===== src/rtl/mem_branch_resolve.sv =====
// mem_branch_resolve: inst1 MEM-stage branch resolution, mispredict redirect and 2-bit BHT.
// Optional macro BRU_STATS_EN adds saturating branch/mispredict statistics counters.
module mem_branch_resolve #(
   parameter int         PC_W     = 8,
   parameter int         IDX_W    = 4,
   parameter logic [1:0] CNT_INIT = 2'b01,
   parameter int         STAT_W   = 16
) (
   input  logic              i_clk,
   input  logic              i_reset,
   input  logic              i_branch_mem,
   input  logic              i_bit26_mem,
   input  logic [31:0]       i_rs_data_mem,
   input  logic [31:0]       i_rt_data_mem,
   input  logic [PC_W-1:0]   i_pc_mem,
   input  logic [PC_W-1:0]   i_pc_branch_mem,
   input  logic              i_prediction_mem,
   input  logic [PC_W-1:0]   i_pc_fetch,
   output logic              o_predict_taken_f,
   output logic              o_mispredict,
   output logic [PC_W-1:0]   o_redirect_pc,
   output logic [STAT_W-1:0] o_branch_count,
   output logic [STAT_W-1:0] o_mispredict_count
);
   logic [1:0]       r_bht [(1<<IDX_W)];
   logic             w_taken, w_upd, w_mispredict;
   logic [IDX_W-1:0] w_uidx, w_fidx;
   logic [1:0]       w_cur, w_nxt, w_look;
   logic             w_unused;
   always_comb begin
      w_taken      = (i_rs_data_mem == i_rt_data_mem) ^ i_bit26_mem;
      w_upd        = i_branch_mem & ~i_reset;
      w_mispredict = w_upd & (w_taken != i_prediction_mem);
      w_uidx       = i_pc_mem[IDX_W-1:0];
      w_fidx       = i_pc_fetch[IDX_W-1:0];
      w_cur        = r_bht[w_uidx];
      w_nxt        = w_taken ? (&w_cur ? w_cur : w_cur + 2'd1) : (|w_cur ? w_cur - 2'd1 : w_cur);
      // same-index update is forwarded so fetch sees the trained counter this cycle
      w_look       = (w_upd && w_uidx == w_fidx) ? w_nxt : r_bht[w_fidx];
   end
   assign w_unused          = ^i_pc_fetch[PC_W-1:IDX_W];
   assign o_mispredict      = w_mispredict;
   assign o_redirect_pc     = (w_mispredict & w_taken) ? i_pc_branch_mem : i_pc_mem + PC_W'(1);
   assign o_predict_taken_f = ~i_reset & w_look[1];
   always_ff @(posedge i_clk) begin
      if (i_reset)
         for (int k = 0; k < (1<<IDX_W); k++) r_bht[k] <= CNT_INIT;
      else if (w_upd)
         r_bht[w_uidx] <= w_nxt;
   end
`ifdef BRU_STATS_EN
   logic [STAT_W-1:0] r_branch_count, r_mispredict_count;
   always_ff @(posedge i_clk) begin
      if (i_reset) begin
         r_branch_count     <= '0;
         r_mispredict_count <= '0;
      end else begin
         if (i_branch_mem && !(&r_branch_count)) r_branch_count <= r_branch_count + STAT_W'(1);
         if (w_mispredict && !(&r_mispredict_count)) r_mispredict_count <= r_mispredict_count + STAT_W'(1);
      end
   end
   assign o_branch_count     = r_branch_count;
   assign o_mispredict_count = r_mispredict_count;
`else
   assign o_branch_count     = '0;
   assign o_mispredict_count = '0;
`endif
endmodule


===== config.mk =====
export PLATFORM = sky130hd
export DESIGN_NAME = mem_branch_resolve
export DESIGN_NICKNAME = d
export VERILOG_FILES = /design/src/rtl/mem_branch_resolve.sv
export SDC_FILE = /design/constraint.sdc
export NUM_CORES = 1
export LEC_CHECK = 0
export ABC_CLOCK_PERIOD_IN_PS = 2300
export CAP_MARGIN = 10
export CORE_ASPECT_RATIO = 0.7
export CORE_MARGIN = 4
export CORE_UTILIZATION = 38
export CTS_CLUSTER_DIAMETER = 120
export DETAILED_ROUTE_END_ITERATION = 12
export GPL_TIMING_DRIVEN = 0
export PLACE_DENSITY_LB_ADDON = 0.05
export SYNTH_ARGS = -nofsm -noshare
export SYNTH_HDL_FRONTEND = slang
export SYNTH_SLANG_ARGS = --single-unit

===== constraint.sdc =====
create_clock -name i_clk -period 2.3 [get_ports i_clk]
set_clock_uncertainty 0.2 [all_clocks]
set_input_delay 0.345 -clock i_clk [delete_from_list [all_inputs] [get_ports i_clk]]
set_output_delay 0.345 -clock i_clk [all_outputs]
set_load 0.02 [all_outputs]

==> results of run 1 <==
worst reg2reg max path, delay by kind of cell (launching register included):
kind | cells | cell delay [ns]
buf+inv | 2 | 0.34
flops | 1 | 0.45
compound gates | 3 | 0.82
mux | 1 | 0.49
simple gates | 2 | 0.09
cell families (layout without fill, tap and decap cells):
kind of cell,Yosys count,after routing,synth area share [%]
compound gates,30,30,8.78
xor+xnor,42,42,13.2
flops,32,32,34.4
other cells,1,32,0.134
fa+ha+maj,4,4,1.79
simple gates,87,87,16.7
mux,21,21,13.7
buf+inv,45,174,11.4
worst paths after layout:
check                             start                          to  slack, ns  cells after the start
max                   i_rt_data_mem[11]           o_predict_taken_f      -0.61                     10
min reg2reg   r_bht[0][0]$_SDFFCE_PN1P_  r_bht[12][1]$_SDFFCE_PN0P_       0.98                      5
max reg2reg  r_bht[11][1]$_SDFFCE_PN0P_   r_bht[9][0]$_SDFFCE_PN1P_      -0.34                      8
min                             i_reset   r_bht[7][1]$_SDFFCE_PN0P_       0.54                      2
layer usage:
metal	track usage, %	vias up
met5	0	-
met4	4.18	0
met3	3.79	8
met2	29.2	106
met1	25.1	1136
li1	-	1181
cells in the mapped netlist (2+ instances only):
cell type and instances:
sky130_fd_sc_hd__a21boi_0 11, sky130_fd_sc_hd__a21oi_1 5, sky130_fd_sc_hd__a22oi_1 2, sky130_fd_sc_hd__buf_4 32, sky130_fd_sc_hd__buf_6 4, sky130_fd_sc_hd__clkbuf_1 5
sky130_fd_sc_hd__edfxtp_1 32, sky130_fd_sc_hd__ha_1 4, sky130_fd_sc_hd__inv_1 3, sky130_fd_sc_hd__mux2_2 8, sky130_fd_sc_hd__mux4_1 3, sky130_fd_sc_hd__mux4_2 9
sky130_fd_sc_hd__nand2_1 22, sky130_fd_sc_hd__nand2_2 2, sky130_fd_sc_hd__nand2b_1 10, sky130_fd_sc_hd__nand3_1 5, sky130_fd_sc_hd__nand4_1 3, sky130_fd_sc_hd__nor2_1 13
sky130_fd_sc_hd__nor2b_1 5, sky130_fd_sc_hd__nor4_1 9, sky130_fd_sc_hd__o31ai_4 2, sky130_fd_sc_hd__or2_2 13, sky130_fd_sc_hd__xnor2_1 6, sky130_fd_sc_hd__xor2_1 36
stage by stage:
| step | utilization (%) | total power [W] |
|---|---|---|
| after floorplan | - | 0.00101 |
| after global placement | 58.1 | 0.00125 |
| after detailed placement | 58.1 | 0.00126 |
| after CTS | 59.4 | 0.00164 |
| after global routing | 61.8 | 0.00178 |
| final | 61.8 | 0.00169 |
where the power goes:
group	switching, W	internal, W	total, W
sequential	0.0000117	0.000659	0.000670
combinational	0.000303	0.000325	0.000628
clock	0.000197	0.000199	0.000396
total	0.000512	0.00118	0.00169
layout make-up:
class / count / area, sq um / share of cell area, %
Buffer: 42 / 325 / 7.58
Clock buffer: 5 / 68.8 / 1.60
Clock inverter: 2 / 7.51 / 0.175
Inverter: 3 / 11.3 / 0.263
Multi-Input combinational cell: 216 / 1780 / 41.6
Sequential cell: 32 / 961 / 22.4
Tap cell: 94 / 118 / 2.74
Timing Repair Buffer: 122 / 1010 / 23.7
timing repair:
| action | CTS | global route |
|---|---|---|
| setup endpoints to repair | 62 | 46 |
| gates resized for setup | 240 | 69 |
| buffers inserted | 15 | 11 |
| pin swaps | 46 | 27 |
| cloned | 0 | 2 |
| hold buffers | 0 | 0 |
==> metrics.log, run 1 <==
[metrics] run status: finished, violations left
[metrics] failing checks: negative setup slack
[metrics] drt wl/cell: 15.8 microns
[metrics] initial antenna violation count: 0
[metrics] register area share after synthesis: 34.4%
[metrics] register bit total from synthesis: 32
[metrics] H-Tree Level Count: 2
[metrics] final setup slack of the worst path: -0.614 ns
[metrics] Pins Over Slew Limit: 0
[metrics] Placed Cells incl. Taps: 482
[metrics] Site Rows: 25
[metrics] largest fanout on the critical path: 4
[metrics] final instance count without filler cells: 516
[metrics] final wirelength: 8.13 mm
[metrics] smallest hold slack: 0.537 ns
[metrics] warnings from Yosys: 0
[metrics] final setup violation count: 42
[metrics] arrival time reported for the critical path endpoint: 2.37 ns
[metrics] maximum clock insertion buffer count: 2
[metrics] clock buffer count from CTS: 5
[metrics] cell type with the highest aggregate area in the netlist: sky130_fd_sc_hd__edfxtp_1
[metrics] global-route wire length before repair: 12.5 mm
[metrics] total inserted antenna cells: 0
[metrics] Pre-antenna DRT Iters: 4
[metrics] largest voltage drop on the vdd net: 0.414 mV
[metrics] final hold violation count: 0
[metrics] Filler Cells Inserted: 626
[metrics] HP Class: in -> reg
[metrics] data required time at the worst endpoint: 1.75 ns
[metrics] Vias per Instance: 4.71
[metrics] relative area change from synthesis to final layout: 53.5%
[metrics] post-detailed-route DRC marker count: 0
[metrics] pin count of the biggest net entering global routing: 11
[metrics] setup repair after global routing missed its margin: true
[metrics] count of maximum capacitance violations: 0
[metrics] primary flip-flop cell chosen by synthesis mapping: sky130_fd_sc_hd__edfxtp_1
[metrics] share of the cycle needed by the critical path after routing: 127%
[metrics] total number of vias: 2431
[metrics] Clock Root Buffer: sky130_fd_sc_hd__clkbuf_8
[metrics] Mean Syn Cell Area: 10.7 sq um
[metrics] height of the chip: 79.7 microns
[metrics] boundary pin count: 135
[metrics] min cycle time layout: 2.91 ns
[metrics] detailed-routed wire length on met3: 779 microns
[metrics] Max stage delay on crit path: 0.44 ns
[metrics] met2 wire len: 3.80 mm
[metrics] fraction of post-synthesis cell area in the top cell type by area: 34.4%
[metrics] crit path cell chain: buf_6, xor2_1, nor4_1, nand2_1, o31a_4, buf_6, o31ai_4, buf_6, a31oi_4, buf_6
[metrics] Crit Path Class: in -> out
[metrics] Synth Cell Area: 2790 sq um
[metrics] slowest cell on the critical path: sky130_fd_sc_hd__o31a_4
[metrics] DPL Wire Length: 6.38 mm
[metrics] largest registers: r_bht (32)
[metrics] critical path's top delay family: compound AO/OA/AOI/OAI gates
[metrics] clock sink total: 32
[metrics] cell types with the largest area share after synthesis: sky130_fd_sc_hd__edfxtp_1, sky130_fd_sc_hd__xor2_1, sky130_fd_sc_hd__buf_4
[metrics] initial cell density of the core: 40.2%
[metrics] Core Box Area: 6940 sq um
[metrics] cell type with the highest occurrence count on the critical path: sky130_fd_sc_hd__buf_6
[metrics] ys async rst share: 0%
[metrics] overall die width: 110 microns
[metrics] die footprint: 8810 sq um
[metrics] M1 WL: 3.48 mm
[metrics] Post-Place Setup Slack: -1.79 ns
[metrics] RePlAce Congestion: 0.828
[metrics] number of violations reported at the end of detailed-routing iteration 0: 182
[metrics] summed area of non-filler cells in the final layout: 4290 sq um
[metrics] Highest Clock Rate: 343 MHz
[metrics] Post-Route Setup TNS: -13.36 ns
[metrics] clock insertion delay at the later pin of the skew report: 0.28 ns
[metrics] largest register by flop count: r_bht
[metrics] number of standard cells after synthesis: 262
[metrics] standby leakage power: 1.81 nW
[metrics] commonest non-fill, non-tap cell in the layout: sky130_fd_sc_hd__buf_4
[metrics] Clk pin slew, worst setup/hold paths: 0.06 ns
[metrics] CTS tree: done
[metrics] Area after DPL: 4040 sq um
[metrics] Net count, final: 519
[metrics] cell area power density: 395 nW/um^2
[metrics] number of global-route vias before repair: 2407
[metrics] post-route antenna net violation count: 0
[metrics] count of flip-flops with a built-in enable after synthesis: 32
[metrics] most frequent cells in the layout: sky130_fd_sc_hd__buf_4, sky130_fd_sc_hd__xor2_1, sky130_fd_sc_hd__conb_1, sky130_fd_sc_hd__edfxtp_1, sky130_fd_sc_hd__buf_6
[metrics] Max Used Layer: met4
[metrics] share of layout cells above drive strength 1: 46.7%
[metrics] count of buffer and inverter cells on the critical path: 4
[metrics] count of different cell masters after synthesis: 42
[metrics] sort of element at the start of the critical path: primary input
[metrics] leftover overflow at the end of global routing: 0
[metrics] crit path capture type: output port
[metrics] number of flip-flops in the largest register: 32
[metrics] number of I/O port buffers: 95
[metrics] total global-route track usage: 18.1%
No activity file was read; power rests on OpenSTA's default activity.
==> run 2: changes to the inputs <==
Settings changed: CELL_PAD_IN_SITES_DETAIL_PLACEMENT set to 0, CELL_PAD_IN_SITES_GLOBAL_PLACEMENT set to 1, CORE_MARGIN 4 to 1.5, CORE_UTILIZATION 38 to 28, RECOVER_POWER set to 25.
==> run 2 against run 1 <==
  * The run still ends with negative setup slack left
  * Power increased by 22%
  * Sequential share of layout area decreased by 0.81 points
  * Critical path depth is 1 lower
  * Die area rose by 20%
  * Register-to-register slack improved by 0.06 ns
  * Sequential power about the same
  * Maximum frequency is 2.2% higher
  * Core utilization down 16 points
  * Non-clock buffer count grew 1
  * Critical path type unchanged
  * Critical endpoint is now o_redirect_pc[1]
  * Largest cell class unchanged
  * Largest power group is now clock
==> metrics.log, run 2 (same netlist as run 1, synthesis figures left out) <==
[metrics] run status: finished, violations left
[metrics] failing checks: negative setup slack
[metrics] commonest non-fill, non-tap cell in the layout: sky130_fd_sc_hd__buf_4
[metrics] sw frac: 27.5% (-2.7 points)
[metrics] Site Rows: 30 (+20%)
[metrics] share of the cycle needed by the critical path after routing: 124% (-2.7 points)
[metrics] largest fanout on the critical path: 8 (+4)
[metrics] total global-route track usage: 16.5% (-1.6 points)
[metrics] data required time at the worst endpoint: 1.75 ns (about the same)
[metrics] GR met2 Demand/Resource: 24.7% (-4.5 points)
[metrics] boundary pin count: 135 (unchanged)
[metrics] relative area change from synthesis to final layout: 59.3%
[metrics] clock buffer count from CTS: 5 (unchanged)
[metrics] worst relative slew slack: 60.0%
[metrics] crit path capture type: output port
[metrics] Filler Cells Inserted: 948 (+51%)
[metrics] arrival time reported for the critical path endpoint: 2.31 ns (-0.06 ns)
[metrics] GR Layer Usage met1: 25.5% (+0.42 points)
[metrics] Post-Place Setup Slack: -1.88 ns (-0.0925 ns)
[metrics] slowest cell on the critical path: sky130_fd_sc_hd__o31a_4
[metrics] hold bufs inserted after CTS: 0 (unchanged)
[metrics] R2R cell count: 8 (unchanged)
[metrics] cell area power density: 465 nW/um^2 (+18%)
[metrics] RePlAce Congestion: 0.803 (-2.9%)
[metrics] height of the chip: 86.6 microns (+8.6%)
[metrics] fraction of power consumed by the clock network: 36.5% (+13 points)
[metrics] clock insertion delay at the later pin of the skew report: 0.28 ns (about the same)
[metrics] share of layout cells above drive strength 1: 43.9% (-2.8 points)
[metrics] total number of vias: 2406 (-1.0%)
[metrics] clock sink total: 32 (unchanged)
[metrics] Highest Clock Rate: 351 MHz (+2.2%)
[metrics] Pre-antenna DRT Iters: 4 (unchanged)
[metrics] Clk pin slew, worst setup/hold paths: 0.05 ns (about the same)
[metrics] busiest metal layer after global routing: met1
[metrics] actual transition at the worst max-transition pin: 0.600 ns
[metrics] largest register by flop count: r_bht
[metrics] pin count of the biggest net entering global routing: 11 (unchanged)
[metrics] count of maximum capacitance violations: 0 (unchanged)
[metrics] standby leakage power: 1.85 nW (+2.3%)
[metrics] Vias per Instance: 4.36 (-7.5%)
[metrics] summed area of non-filler cells in the final layout: 4450 sq um (+3.8%)
[metrics] sort of element at the start of the critical path: primary input
[metrics] final setup violation count: 42 (unchanged)
[metrics] Crit Path Class: in -> out
[metrics] number of I/O port buffers: 95 (unchanged)
[metrics] Area after DPL: 4080 sq um (+1.1%)
[metrics] H-Tree Level Count: 2 (unchanged)
[metrics] final wirelength: 8.75 mm (+7.7%)
[metrics] CTS tree: done
[metrics] Final Power: 0.00207 W (+22%)
[metrics] maximum clock insertion buffer count: 2 (unchanged)
[metrics] overall die width: 122 microns (+11%)
[metrics] power spent charging and discharging nets: 0.000569 W (+11%)
[metrics] internal cell power: 0.00150 W (+27%)
[metrics] largest voltage drop on the vdd net: 0.278 mV (-33%)
[metrics] min cycle time layout: 2.85 ns (-0.0630 ns)
[metrics] initial antenna violation count: 0 (unchanged)
[metrics] die footprint: 10600 sq um (+20%)
[metrics] HP Class: in -> reg
[metrics] met3 Use GR: 2.43% (-1.4 points)
[metrics] Storage cell area: 961 sq um (unchanged)
[metrics] post-detailed-route DRC marker count: 0 (unchanged)
[metrics] Multi-input gate area: 1770 sq um (-0.56%)
[metrics] Reg power frac: 32.3% (-7.3 points)
[metrics] crit path cell chain: clkdlybuf4s15_1, xor2_1, nor4_1, nand2_1, o31a_4, o21ai_4, buf_12, mux2_2, buf_6
[metrics] final hold violation count: 0 (unchanged)
[metrics] count of cells along the worst hold path: 2 (unchanged)
[metrics] Max stage delay on crit path: 0.40 ns (-0.04 ns)
[metrics] Net count, final: 520 (+0.19%)
[metrics] smallest hold slack: 0.566 ns (+0.0292 ns)
[metrics] number of global-route vias before repair: 2207 (-8.3%)
[metrics] drt wl/cell: 15.9 microns (+0.63%)
[metrics] largest registers: r_bht (32)
[metrics] Core Box Area: 9680 sq um (+39%)
[metrics] Clock Root Buffer: sky130_fd_sc_hd__clkbuf_16
[metrics] number of flip-flops in the largest register: 32 (unchanged)
[metrics] total inserted antenna cells: 0 (unchanged)
[metrics] leftover overflow at the end of global routing: 0 (unchanged)
[metrics] most frequent cells in the layout: sky130_fd_sc_hd__buf_4, sky130_fd_sc_hd__xor2_1, sky130_fd_sc_hd__conb_1, sky130_fd_sc_hd__edfxtp_1, sky130_fd_sc_hd__buf_6
[metrics] post-route antenna net violation count: 0 (unchanged)
[metrics] Pins Over Slew Limit: 0 (unchanged)
[metrics] combinational fraction of design power: 31.2% (-5.9 points)
[metrics] global-route wire length before repair: 12.9 mm (+3.4%)
[metrics] initial cell density of the core: 28.9% (-11 points)
[metrics] number of violations reported at the end of detailed-routing iteration 0: 127 (-30%)
[metrics] final setup slack of the worst path: -0.551 ns (+0.0630 ns)
[metrics] DPL Wire Length: 6.64 mm (+4.2%)
[metrics] setup repair after global routing missed its margin: true
==> run 2: cell types whose count changed in the layout (fill, tap and decap cells not counted), moves of 3 or more <==
cell | previous run | this run
sky130_fd_sc_hd__nor4_2 | 1 | 5
sky130_fd_sc_hd__clkbuf_8 | 5 | 0
sky130_fd_sc_hd__nor4_1 | 7 | 4
sky130_fd_sc_hd__buf_2 | 28 | 24
sky130_fd_sc_hd__clkbuf_16 | 1 | 5
sky130_fd_sc_hd__a21boi_2 | 7 | 3
sky130_fd_sc_hd__dlygate4sd2_1 | 0 | 5
sky130_fd_sc_hd__clkbuf_2 | 19 | 9
sky130_fd_sc_hd__clkdlybuf4s15_1 | 15 | 23
sky130_fd_sc_hd__buf_4 | 45 | 50
sky130_fd_sc_hd__a21boi_1 | 5 | 9
sky130_fd_sc_hd__buf_6 | 31 | 26
==> run 2: worst paths after layout <==
kind	slack, ns	from	to
setup reg to reg	-0.28	r_bht[11][1]$_SDFFCE_PN0P_	r_bht[9][0]$_SDFFCE_PN1P_
setup / recovery	-0.55	i_rs_data_mem[20]	o_redirect_pc[1]
hold / removal	0.57	i_reset	r_bht[12][1]$_SDFFCE_PN0P_
hold reg to reg	0.99	r_bht[4][1]$_SDFFCE_PN0P_	r_bht[11][0]$_SDFFCE_PN1P_
==> run 2: per-layer routing <==
layer  part of all wire [%]  up-vias
li1                       -     1186
met1                     48     1122
met2                     44       94
met3                    7.7        4
met4                   0.26        0
met5                      0        -
==> run 2: final cells by class <==
class | instances | area share (%)
repair buffers | 123 | 23.7
plain buffers | 42 | 7.37
clock buffers | 6 | 2.90
flip-flops and latches | 32 | 21.6
clock inverters | 2 | 0.787
multi-input cells | 216 | 39.8
well taps | 128 | 3.60
inverters | 3 | 0.253
==> run 2: stage by stage <==
step | instances | TNS (ns) | utilization (%)
final | 552 | -13.35 | 46.0
after floorplan | 293 | -3.66 | -
after CTS | 545 | -13.18 | 45.1
after detailed placement | 516 | -61.72 | 42.1
after global routing | 552 | -16.88 | 46.0
after global placement | 516 | -60.43 | 42.1
==> run 2: power by group through the flow <==
stage                     clock network, W  logic, W  registers, W
after floorplan                          0  0.000336      0.000674
after global placement                   0  0.000586      0.000680
after detailed placement                 0  0.000588      0.000681
after CTS                         0.000768  0.000617      0.000669
after global routing              0.000790  0.000690      0.000670
final                             0.000756  0.000645      0.000669
==> run 2: repair_timing <==
action	CTS	global route
setup endpoints to repair	66	64
cloned	1	0
pin swaps	46	26
gates resized for setup	245	46
buffers inserted	20	13
==> run 2: worst max-delay path, delay by kind of cell <==
kind | cells | cell delay [ns]
mux | 1 | 0.34
buf+inv | 3 | 0.44
xor+xnor | 1 | 0.16
simple gates | 2 | 0.44
compound gates | 2 | 0.57
==> run 3: changes to the inputs <==
Settings changed: SETUP_SLACK_MARGIN set to 0.2.
==> run 3 against run 2 <==
  * The flow still finishes with violations (negative setup slack)
  * Critical path type unchanged
  * Core utilization is 1.5 points higher
  * Setup slack worse by 0.033 ns
  * Clock power is 12% lower
  * Non-clock buffer count is 4 higher
  * Worst hold slack worse by 0.0067 ns
==> metrics.log, run 3 (same netlist as run 1, synthesis figures left out) <==
[metrics] fraction of power consumed by the clock network: 32.9% (-3.6 points)
[metrics] largest register by flop count: r_bht
[metrics] share of the cycle needed by the critical path after routing: 125% (+1.4 points)
[metrics] global-route wire length before repair: 13.2 mm (+2.1%)
[metrics] clock buffer count from CTS: 5 (unchanged)
[metrics] data required time at the worst endpoint: 1.75 ns (about the same)
[metrics] commonest non-fill, non-tap cell in the layout: sky130_fd_sc_hd__buf_4
[metrics] Vias per Instance: 4.42 (+1.4%)
[metrics] combinational fraction of design power: 34.0% (+2.8 points)
[metrics] Net count, final: 524 (+0.77%)
[metrics] total inserted antenna cells: 0 (unchanged)
[metrics] Site Rows: 30 (unchanged)
[metrics] number of violations reported at the end of detailed-routing iteration 0: 91 (-28%)
[metrics] largest registers: r_bht (32)
[metrics] Setup crit start: i_rs_data_mem[22]
[metrics] most frequent cells in the layout: sky130_fd_sc_hd__buf_4, sky130_fd_sc_hd__xor2_1, sky130_fd_sc_hd__conb_1, sky130_fd_sc_hd__edfxtp_1, sky130_fd_sc_hd__buf_6
[metrics] clock sink total: 32 (unchanged)
[metrics] final instance count without filler cells: 556 (+0.72%)
[metrics] post-route antenna net violation count: 0 (unchanged)
[metrics] largest fanout on the critical path: 7 (-1)
[metrics] Reg power frac: 33.1% (+0.8 points)
[metrics] share of layout cells above drive strength 1: 46.7% (+2.9 points)
[metrics] sw frac: 29.6% (+2.1 points)
[metrics] RePlAce Congestion: 0.744 (-7.4%)
[metrics] final wirelength: 8.82 mm (+0.78%)
[metrics] startpoint of the lowest-slack hold path: i_pc_mem[3]
[metrics] total number of vias: 2458 (+2.2%)
[metrics] number of flip-flops in the largest register: 32 (unchanged)
[metrics] summed area of non-filler cells in the final layout: 4590 sq um (+3.2%)
[metrics] Area after DPL: 4080 sq um (unchanged)
[metrics] total global-route track usage: 16.8% (+0.30 points)
[metrics] post-detailed-route DRC marker count: 0 (unchanged)
[metrics] Placed Cells incl. Taps: 516 (unchanged)
[metrics] Final Power: 0.00202 W (-2.3%)
[metrics] number of I/O port buffers: 95 (unchanged)
[metrics] relative area change from synthesis to final layout: 64.4%
[metrics] final setup slack of the worst path: -0.584 ns (-0.0331 ns)
[metrics] final setup violation count: 42 (unchanged)
[metrics] CTS tree: done
[metrics] leftover overflow at the end of global routing: 0 (unchanged)
[metrics] initial antenna violation count: 0 (unchanged)
[metrics] failing checks: negative setup slack
[metrics] largest voltage drop on the vdd net: 0.254 mV (-8.6%)
[metrics] Highest Clock Rate: 347 MHz (-1.1%)
[metrics] Core Box Area: 9680 sq um (unchanged)
[metrics] internal cell power: 0.00142 W (-5.1%)
[metrics] Pre-antenna DRT Iters: 4 (unchanged)
[metrics] overall die width: 122 microns (unchanged)
[metrics] standby leakage power: 1.90 nW (+3.0%)
[metrics] actual transition at the worst max-transition pin: 0.558 ns (-0.0419 ns)
[metrics] cell area power density: 440 nW/um^2 (-5.4%)
[metrics] Crit Path Class: in -> out
[metrics] setup repair after global routing missed its margin: true
[metrics] crit path capture type: output port
[metrics] final hold violation count: 0 (unchanged)
[metrics] count of maximum capacitance violations: 0 (unchanged)
[metrics] Post-Place Setup Slack: -1.97 ns (-0.0911 ns)
[metrics] DPL Wire Length: 6.80 mm (+2.4%)
[metrics] pin count of the biggest net entering global routing: 13 (+2)
[metrics] worst relative slew slack: 62.8% (+2.8 points)
[metrics] initial cell density of the core: 28.9% (unchanged)
[metrics] sort of element at the start of the critical path: primary input
[metrics] launch point of the worst reg-to-reg path: r_bht[11][1]$_SDFFCE_PN0P_
[metrics] boundary pin count: 135 (unchanged)
[metrics] Pins Over Slew Limit: 0 (unchanged)
[metrics] Clk pin slew, worst setup/hold paths: 0.06 ns (about the same)
[metrics] min cycle time layout: 2.88 ns (+0.0331 ns)
[metrics] run status: finished, violations left
[metrics] power spent charging and discharging nets: 0.000598 W (+5.1%)
[metrics] die footprint: 10600 sq um (unchanged)
[metrics] H-Tree Level Count: 2 (unchanged)
[metrics] HP Class: in -> reg
[metrics] height of the chip: 86.6 microns (unchanged)
[metrics] number of global-route vias before repair: 2400 (+8.7%)
[metrics] drt wl/cell: 15.9 microns (about the same)
[metrics] Clock Root Buffer: sky130_fd_sc_hd__clkbuf_16
[metrics] fin util: 47.4% (+1.5 points)
[metrics] clock insertion delay at the later pin of the skew report: 0.28 ns (about the same)
[metrics] maximum clock insertion buffer count: 2 (unchanged)
[metrics] arrival time reported for the critical path endpoint: 2.34 ns (+0.03 ns)
==> run 3: cell types whose count changed in the layout (fill, tap and decap cells not counted), moves of 4 or more <==
cell | before | now
sky130_fd_sc_hd__a21boi_1 | 9 | 4
sky130_fd_sc_hd__a21boi_2 | 3 | 8
sky130_fd_sc_hd__buf_6 | 26 | 31
sky130_fd_sc_hd__clkbuf_2 | 9 | 5
sky130_fd_sc_hd__mux2_2 | 6 | 1
sky130_fd_sc_hd__mux2_4 | 2 | 7
sky130_fd_sc_hd__nor2_1 | 13 | 8
sky130_fd_sc_hd__nor2_2 | 1 | 5
==> run 3: through the flow <==
step           hold WS [ns]  setup TNS, ns
2_1_floorplan         0.365          -3.87
3_3_place_gp          0.828         -61.47
3_5_place_dp          0.832         -64.24
4_1_cts               0.545         -11.56
5_1_grt               0.627         -15.83
6_report              0.560         -12.52
==> run 3: worst max-delay path, stage by stage <==
cell and delay, ns:
sky130_fd_sc_hd__buf_6 0.09, sky130_fd_sc_hd__xor2_1 0.15, sky130_fd_sc_hd__nor4_2 0.30, sky130_fd_sc_hd__nand4_1 0.19, sky130_fd_sc_hd__buf_4 0.19, sky130_fd_sc_hd__nor4_4 0.15, sky130_fd_sc_hd__buf_4 0.17, sky130_fd_sc_hd__o21ai_4 0.06
sky130_fd_sc_hd__buf_12 0.14, sky130_fd_sc_hd__buf_6 0.11, sky130_fd_sc_hd__mux2_4 0.29, sky130_fd_sc_hd__buf_6 0.13
==> run 3: power by group through the flow <==
stage	combinational, W	sequential, W	clock (W)
2_1_floorplan	0.000337	0.000674	0
3_3_place_gp	0.000588	0.000680	0
3_5_place_dp	0.000590	0.000680	0
4_1_cts	0.000634	0.000669	0.000671
5_1_grt	0.000736	0.000670	0.000698
6_report	0.000688	0.000669	0.000664
==> run 3: layout make-up <==
class,instances,area (sq um)
well taps,128,160
plain buffers,42,329
repair buffers,127,1150
flip-flops and latches,32,961
clock buffers,5,125
clock inverters,3,23.8
inverters,3,11.3
multi-input cells,216,1830
fillers,922,5090
==> run 3: worst paths after layout <==
| kind | end | slack [ns] | cells past startpoint |
|---|---|---|---|
| min reg2reg | r_bht[13][1]$_SDFFCE_PN0P_ | 1.11 | 7 |
| max reg2reg | r_bht[4][0]$_SDFFCE_PN1P_ | -0.32 | 10 |
| max | o_redirect_pc[6] | -0.58 | 12 |
| min | r_bht[12][0]$_SDFFCE_PN1P_ | 0.56 | 4 |
==> run 3: layer usage <==
metal  track usage [%]  share of wire (%)
met1              24.4                 48
met2              26.8                 45
met3              2.89                6.5
met4              2.22               0.33
met5                 0                  0
==> run 3: what timing repair did <==
action | in CTS | in global routing
resized for setup | 273 | 32
pin swaps | 49 | 15
gates cloned | 1 | 1
setup endpoints to repair | 74 | 53
hold buffers | 0 | 0
setup buffers | 22 | 8
